## config.mk

```make
export PLATFORM = sky130hd
export DESIGN_NAME = regfile_mp
export DESIGN_NICKNAME = d
export VERILOG_FILES = /design/src/rtl/regfile_mp.sv
export SDC_FILE = /design/constraint.sdc
export NUM_CORES = 2
export LEC_CHECK = 0
export CAP_MARGIN = 20
export CORE_MARGIN = 3
export CORE_UTILIZATION = 30
export CTS_BUF_LIST = sky130_fd_sc_hd__clkbuf_16
export CTS_CLUSTER_DIAMETER = 80
export DETAILED_ROUTE_END_ITERATION = 10
export PLACE_DENSITY_LB_ADDON = 0.1
export SLEW_MARGIN = 20
export SYNTH_ARGS = -nofsm -noshare
export SYNTH_HDL_FRONTEND = slang
export SYNTH_SLANG_ARGS = --single-unit
```

## constraint.sdc

```tcl
create_clock -name i_clk -period 2 [get_ports i_clk]
set_input_delay 0.2 -clock i_clk [delete_from_list [all_inputs] [get_ports i_clk]]
set_output_delay 0.2 -clock i_clk [all_outputs]
set_load 0.01 [all_outputs]
```

## src/rtl/regfile_mp.sv

```systemverilog
// Multi-port register file with zero entry, write bypass,
// write-port priority, conflict flag and a sequenced clear engine.
module regfile_mp #(
    parameter int WIDTH    = 32,
    parameter int DEPTH    = 32,
    parameter int ADDR_W   = 5,
    parameter int NUM_RD   = 2,
    parameter int NUM_WR   = 1,
    parameter int ZERO_REG = 1,
    parameter int BYPASS   = 1
) (
    input  logic                     i_clk,
    input  logic                     i_rstn,
    input  logic [NUM_WR-1:0]        i_we,
    input  logic [NUM_WR*ADDR_W-1:0] i_waddr,
    input  logic [NUM_WR*WIDTH-1:0]  i_wdata,
    input  logic [NUM_RD*ADDR_W-1:0] i_raddr,
    output logic [NUM_RD*WIDTH-1:0]  o_rdata,
    input  logic                     i_clr,
    output logic                     o_busy,
    output logic                     o_wr_conflict
);

    localparam logic [0:0] S_IDLE  = 1'b0;
    localparam logic [0:0] S_CLEAR = 1'b1;

    logic [WIDTH-1:0]  r_mem [DEPTH];
    logic [0:0]        r_state;
    logic [ADDR_W-1:0] r_cnt;
    logic              r_busy;
    logic              r_conf;

    logic              w_idle;
    logic [NUM_WR-1:0] w_wen;
    logic              w_conf;

    assign w_idle = (r_state == S_IDLE);

    // Effective enables: writes to a hardwired zero entry vanish entirely
    always_comb begin
        for (int k = 0; k < NUM_WR; k++) begin
            w_wen[k] = i_we[k] && w_idle &&
                       !((ZERO_REG != 0) &&
                         (i_waddr[k*ADDR_W +: ADDR_W] == '0));
        end
    end

    always_comb begin
        w_conf = 1'b0;
        for (int a = 0; a < NUM_WR; a++) begin
            for (int b = a + 1; b < NUM_WR; b++) begin
                if (w_wen[a] && w_wen[b] &&
                    i_waddr[a*ADDR_W +: ADDR_W] ==
                    i_waddr[b*ADDR_W +: ADDR_W]) begin
                    w_conf = 1'b1;
                end
            end
        end
    end

    // Later ports overwrite earlier ones, so the highest index wins
    always_ff @(posedge i_clk or negedge i_rstn) begin
        if (!i_rstn) begin
            for (int i = 0; i < DEPTH; i++) begin
                r_mem[i] <= '0;
            end
        end else if (r_state == S_CLEAR) begin
            r_mem[r_cnt] <= '0;
        end else begin
            for (int k = 0; k < NUM_WR; k++) begin
                if (w_wen[k]) begin
                    r_mem[i_waddr[k*ADDR_W +: ADDR_W]] <=
                        i_wdata[k*WIDTH +: WIDTH];
                end
            end
        end
    end

    always_ff @(posedge i_clk or negedge i_rstn) begin
        if (!i_rstn) begin
            r_state <= S_IDLE;
            r_cnt   <= '0;
            r_busy  <= 1'b0;
            r_conf  <= 1'b0;
        end else begin
            r_conf <= w_conf;
            case (r_state)
                S_IDLE: begin
                    if (i_clr) begin
                        r_state <= S_CLEAR;
                        r_cnt   <= '0;
                        r_busy  <= 1'b1;
                    end
                end
                S_CLEAR: begin
                    r_cnt <= r_cnt + 1'b1;
                    if (r_cnt == ADDR_W'(DEPTH - 1)) begin
                        r_state <= S_IDLE;
                        r_busy  <= 1'b0;
                    end
                end
                default: r_state <= S_IDLE;
            endcase
        end
    end

    for (genvar r = 0; r < NUM_RD; r++) begin : g_rd
        logic [ADDR_W-1:0] w_ra;
        logic [WIDTH-1:0]  w_val;

        assign w_ra = i_raddr[r*ADDR_W +: ADDR_W];

        always_comb begin
            w_val = r_mem[w_ra];
            if (BYPASS != 0) begin
                for (int k = 0; k < NUM_WR; k++) begin
                    if (w_wen[k] &&
                        i_waddr[k*ADDR_W +: ADDR_W] == w_ra) begin
                        w_val = i_wdata[k*WIDTH +: WIDTH];
                    end
                end
            end
            if ((ZERO_REG != 0) && (w_ra == '0)) begin
                w_val = '0;
            end
        end

        assign o_rdata[r*WIDTH +: WIDTH] = w_val;
    end

    assign o_busy        = r_busy;
    assign o_wr_conflict = r_conf;

endmodule

```

# After elaboration in Yosys (flattened, before gate mapping)
# Index checks and enable logic that the tools add are counted.
# word_totals
register_bits	1031
latch_bits	0
ram_bits	0
rom_bits	0
in_bits	51
output_inout_bits	66
wordCells	91
memories	0
# classes
add_sub_neg	1
multipliers	0
div_mod_pow	0
magnitude_cmp	6
eq_ne	5
n_shift	0
n_mux	25
n_bitwise	7
n_reduce_logical	12
# ops
operator	n
$mux 1024	2
$and 1024x1024->1024	1
$bwmux 1024	1
$not 1024->1024	1
$bmux 32 s5	2
$demux 32 s5	2
$mux 32	10
$ge 6x6->1 const B	4
$not 5->6	4
$logic_not 5->1	3
$lt 6x1->1 const B	2
$eq 5x5->1	2
$pmux 5 s2	1
$logic_and 1x1->1	6
$add 5x1->5 const B	1
$eq 5x5->1 const B	1
$mux 5	1
$mux 1	4
$pmux 1 s2	2
$ne 2x1->1 const B	1
$ne 2x2->1 const B	1
$reduce_and 2->1	1
$reduce_bool 2->1	1
$logic_not 1->1	1
$not 1->1	1

# Depth between registers and ports, before layout
# depth
ltp_word	8
mapped_depth	11
ltp_nobuf	6

# Worst setup path after synthesis
# No wires, ideal clock.
# synth_path
path_kind	register -> output
startpoint	register r_state
endpoint	output o_rdata[52]
arrival_time_ns	1.975
t_required_ns	1.800
setup_slack_ns	-0.175
stages_incl_launch_ff	8
path_buffers	2
cell_sequence	dfrtp_1 -> clkbuf_1 -> nor2b_2 -> o31ai_4 -> nor4_4 -> clkbuf_1 -> a22oi_1 -> o21ai_0
# synth_between
elab_chain_len	6
# synth_lines
element	line	text
start, declared	28	logic [0:0] r_state;
start signal, assigned	81	r_state <= S_IDLE;
start signal, assigned	90	r_state <= S_CLEAR;
start signal, assigned	98	r_state <= S_IDLE;
$not 1->1	-	
$logic_and 1x1->1 (2 in series)	42	w_wen[k] = i_we[k] && w_idle &&
$logic_and 1x1->1	117	if (w_wen[k] &&
$mux 32	117	
$mux 32	123	if ((ZERO_REG != 0) && (w_ra == '0)) begin
end, declared	18	output logic [NUM_RD*WIDTH-1:0] o_rdata,
# Every way passes these cells.

# Worst setup path in the final report
# layout_path
startpoint	register r_state
endpoint	output o_rdata[54]
# The elaborated chain is that of the path after synthesis.

==> summary.md <==
The first TritonRoute pass finished after 6 iterations. In this run the count of I/O pins placed on the die edge is 117. The number of antenna violations at the first check in global routing was 9. The maximum ir drop on the vdd rail was 0.905 mV.

Counting flops and latches in the post-synthesis netlist gives 1031. The number of antenna-violating nets in the routed design is 0, and the total length of routed wires is 283000 um. Routability-driven placement finished with a final weighted congestion of 0.906.

TritonCTS created 132 clock buffers. The iteration-0 DRC count of the detailed router is 5368. STA classifies the critical path endpoint as an output port. The headroom to the max-slew limit is 39.5%, and the number of standard cells in the layout, taps in and fillers out is 8139. Counting cells, the worst reg-to-reg path comes to 9. The floorplan has 155 rows. The smallest clock period supported by the final layout is computed as 3450 ps. Smallest hold slack: 122 ps. In this run the standard cell core region covers 179000 um2.

TritonCTS built the clock tree. The share of the clock period used by the worst path after layout is 173%, and the cell area after synthesis is 54400 um2. The cell sitting at the root of the clock tree is a sky130_fd_sc_hd__clkbuf_16. The fraction of synthesized cell area taken by the top area cell type is 47.4%. Counting stages on the worst path, the most repeated cell is sky130_fd_sc_hd__buf_6. Leaving out fill and tap cells, the most frequent cell in the layout is sky130_fd_sc_hd__buf_4. The number of synthesis warnings is 0. The routed wire length per instance is 34.8 um. The share of layout cells above drive strength 1 was 43.3%. Among all stages on the critical path, the largest delay is contributed by sky130_fd_sc_hd__dfrtp_2.

The die is 432 um tall. The number of global-route vias before repair was 49.6k. Measured on the finished design, the core utilization comes to 43.1%. Walking the worst path, the cells encountered are nor2b_4 > o31ai_4 > buf_6 > or4_4 > and2_4 > buf_6 > o211ai_1 > o21ai_2 > buf_2.

The DRC violation count after routing is 0, and the worst-skew pair later-pin latency is 800 ps. The run gives -2150 ps as the placement-stage worst setup slack. Ranked by total cell area, the synthesized netlist is headed by sky130_fd_sc_hd__dfrtp_1 (47%), sky130_fd_sc_hd__a22o_1 (16%), sky130_fd_sc_hd__mux4_2 (13%). The run gives 0 as the count of pins over their slew limit. The largest fanout on the critical path was 4; the unique cell type count in the Yosys netlist was 64. The largest single stage delay on the critical path is 500 ps. The maximum clock frequency came out at 290 MHz. The logs give 30.3% for the starting utilization of the core area and 113 for the pin count of the biggest net entering global routing.

Setup repair after global routing could not meet its margin everywhere. After routing the design area is 77300 um2. The tightest min-delay check is of the primary input to async pin type. Counting the fill cells in the layout gives 16.6k. From left edge to right edge, the die measures 432 um. The run gives 0 as the number of hold-slack violations in the final timing report. In this run the power density over the cells is 835 nW/um2. The die covers 187000 um2. Counting every sink on the clock net gives 1031. Setup violations remaining at the end of the flow were counted as 1013.

The total vias in the final route was 48.8k; the aggregate global-route resource usage was 29.8%. The run gives 5735 as the count of nets after finishing. The clock passes through at most 3 buffers. From synthesis to final layout, the design area changed by 42.1%. The total number of H-tree levels came out at 4.

The mean number of vias per cell came out at 5.99. Together, buffers and inverters on the worst path number 3. Port buffering added 115 buffers.

The cell family contributing the most delay on the critical path is simple AND/OR/NAND/NOR gates. The final reports fail on negative setup slack. The worst setup path is launched from a flop.

The static leakage was 36.3 nW. The endpoint identified for the worst register-to-register timing path is r_mem[375]. The transition time at the pin with the least slew margin came out at 904 ps. Data on the critical path arrives at its endpoint at 3250 ps. For the half-perimeter wire length after placement, the log shows 194000 um. The largest total area in the synthesized netlist belongs to sky130_fd_sc_hd__dfrtp_1. STA puts the critical path data required time at 1800 ps. The proportion of synthesized chip area in sequential cells is 47.4%. The synthesized design contains 0 enable-type register cells. The fraction of registers with async set/reset came out at 100%. Among all flip-flop cells after synthesis, the most frequent one is sky130_fd_sc_hd__dfrtp_1.

The start-to-end type of the worst setup path is flop to output port. For the number of placed instances with taps included, the log shows 7833. Global routing finished with a remaining overflow of 0.

The startpoint identified for the worst register-to-register timing path is r_state. The run finished, with violations left. The synthesized instance count is 4339, and the setup slack of the most critical reg-to-reg path is -430 ps. The minimum setup slack in the final design came out at -1450 ps.

The synthesized net count is 4395, and the wire length of the first global-routing pass is 397000 um. The average instance area after synthesis was 12.5 um2. The placed instances occupy a cell area of 71300 um2.

The tools report the worst clock skew as 22.4 ps. Leaving out fill and tap cells, the most frequent cells in the layout are sky130_fd_sc_hd__buf_4 (1365), sky130_fd_sc_hd__dfrtp_1 (1030), sky130_fd_sc_hd__a22o_1 (1012), sky130_fd_sc_hd__mux2i_1 (352), sky130_fd_sc_hd__mux4_2 (318). The max-capacitance violation count came out at 0. Clock-pin slew was measured on the worst setup and hold paths at 60 ps.
-- cells in the mapped netlist, drive strengths merged, types with 5 or more instances --
cell type,n
a31oi,6
nand4,21
and3b,5
a22o,1012
o31ai,13
inv,7
or3,7
mux2,29
xnor2,8
dfrtp,1031
a221o,21
a221oi,83
o22ai,74
nor4,12
o211ai,9
nor3,35
nor2,149
o21ai,95
nand2b,13
a21oi,90
o311ai,8
mux2i,352
nand2,117
clkbuf,382
nor2b,14
nor3b,7
a22oi,77
ha,5
buf,179
a211o,6
and2,42
a211oi,16
mux4,318
o32a,8
nand3,58
-- repair_timing --
action	in CTS	in global routing
hold buffers	2	0
hold endpoints to repair	1025	0
gates resized for setup	517	90
buffers inserted	51	35
gates cloned	3	2
setup endpoints to repair	1009	987
pin swaps	49	48
-- per-layer routing --
metal / GRT usage (%) / wire length, um
met1: 40.4 / 120000
met2: 46.9 / 131000
met3: 5.77 / 20500
met4: 12.0 / 12400
met5: 0 / 28
-- stage by stage --
step | setup TNS [ps] | total power, W
2_1_floorplan | -1250 | 0.0306
3_3_place_gp | -385360 | 0.0407
3_5_place_dp | -388640 | 0.0407
4_1_cts | -253080 | 0.0647
5_1_grt | -337080 | 0.0666
6_report | -277280 | 0.0646
-- worst max-delay path by stage --
stage | from | endpoint | slack (ps) | depth (start not counted)
floorplan | r_state | o_rdata[52] | -50 | 8
global route | r_state | o_rdata[54] | -1460 | 9
global placement | i_waddr[2] | o_rdata[48] | -2160 | 10
finish | r_state | o_rdata[54] | -1450 | 9
CTS | r_state | o_rdata[54] | -1520 | 9
detailed placement | i_waddr[2] | o_rdata[48] | -2150 | 10
-- worst register-to-register path, stage by stage (launching register included) --
cell and delay [ps]:
sky130_fd_sc_hd__dfrtp_2 500, sky130_fd_sc_hd__buf_4 270, sky130_fd_sc_hd__nand2b_1 220, sky130_fd_sc_hd__or3_1 360, sky130_fd_sc_hd__buf_12 180, sky130_fd_sc_hd__nor2_4 170
sky130_fd_sc_hd__a21oi_4 90, sky130_fd_sc_hd__buf_4 190, sky130_fd_sc_hd__buf_12 140, sky130_fd_sc_hd__a22o_1 190
-- power breakdown --
part | switching, W | leakage [nW] | internal [W]
sequential | 0.00130 | 14.3 | 0.0227
combinational | 0.00906 | 19.9 | 0.00784
clock | 0.0102 | 2.11 | 0.0135
total | 0.0206 | 36.3 | 0.0440
-- sequential cells by signal (all words and copies together) (netlist names) --
| signal | flops |
|---|---|
| r_cnt | 5 |
| r_mem | 1024 |
| o_busy | 1 |
| r_state | 1 |
-- cell families after synthesis --
group	after synthesis	share of synthesized area, %
adder cells (fa/ha/maj)	5	0.115
XOR/XNOR	12	0.193
AO/OA/AOI/OAI	1530	22.8
flip-flops	1031	47.4
multiplexers	699	20.2
buffers and inverters	568	4.82
AND/OR/NAND/NOR	493	4.43
other	1	0.00689
-- layout make-up --
class	instances	area [um2]	area share [%]
multi-input cells	2741	27900	36.0
clock buffers	136	3400	4.40
diodes	4	10.0	0.0129
repair buffers	1766	16500	21.4
flip-flops and latches	1031	25800	33.4
inverters	7	26.3	0.0340
well taps	2355	2950	3.81
clock inverters	99	738	0.955
No activity file was read; power rests on OpenSTA's default activity.
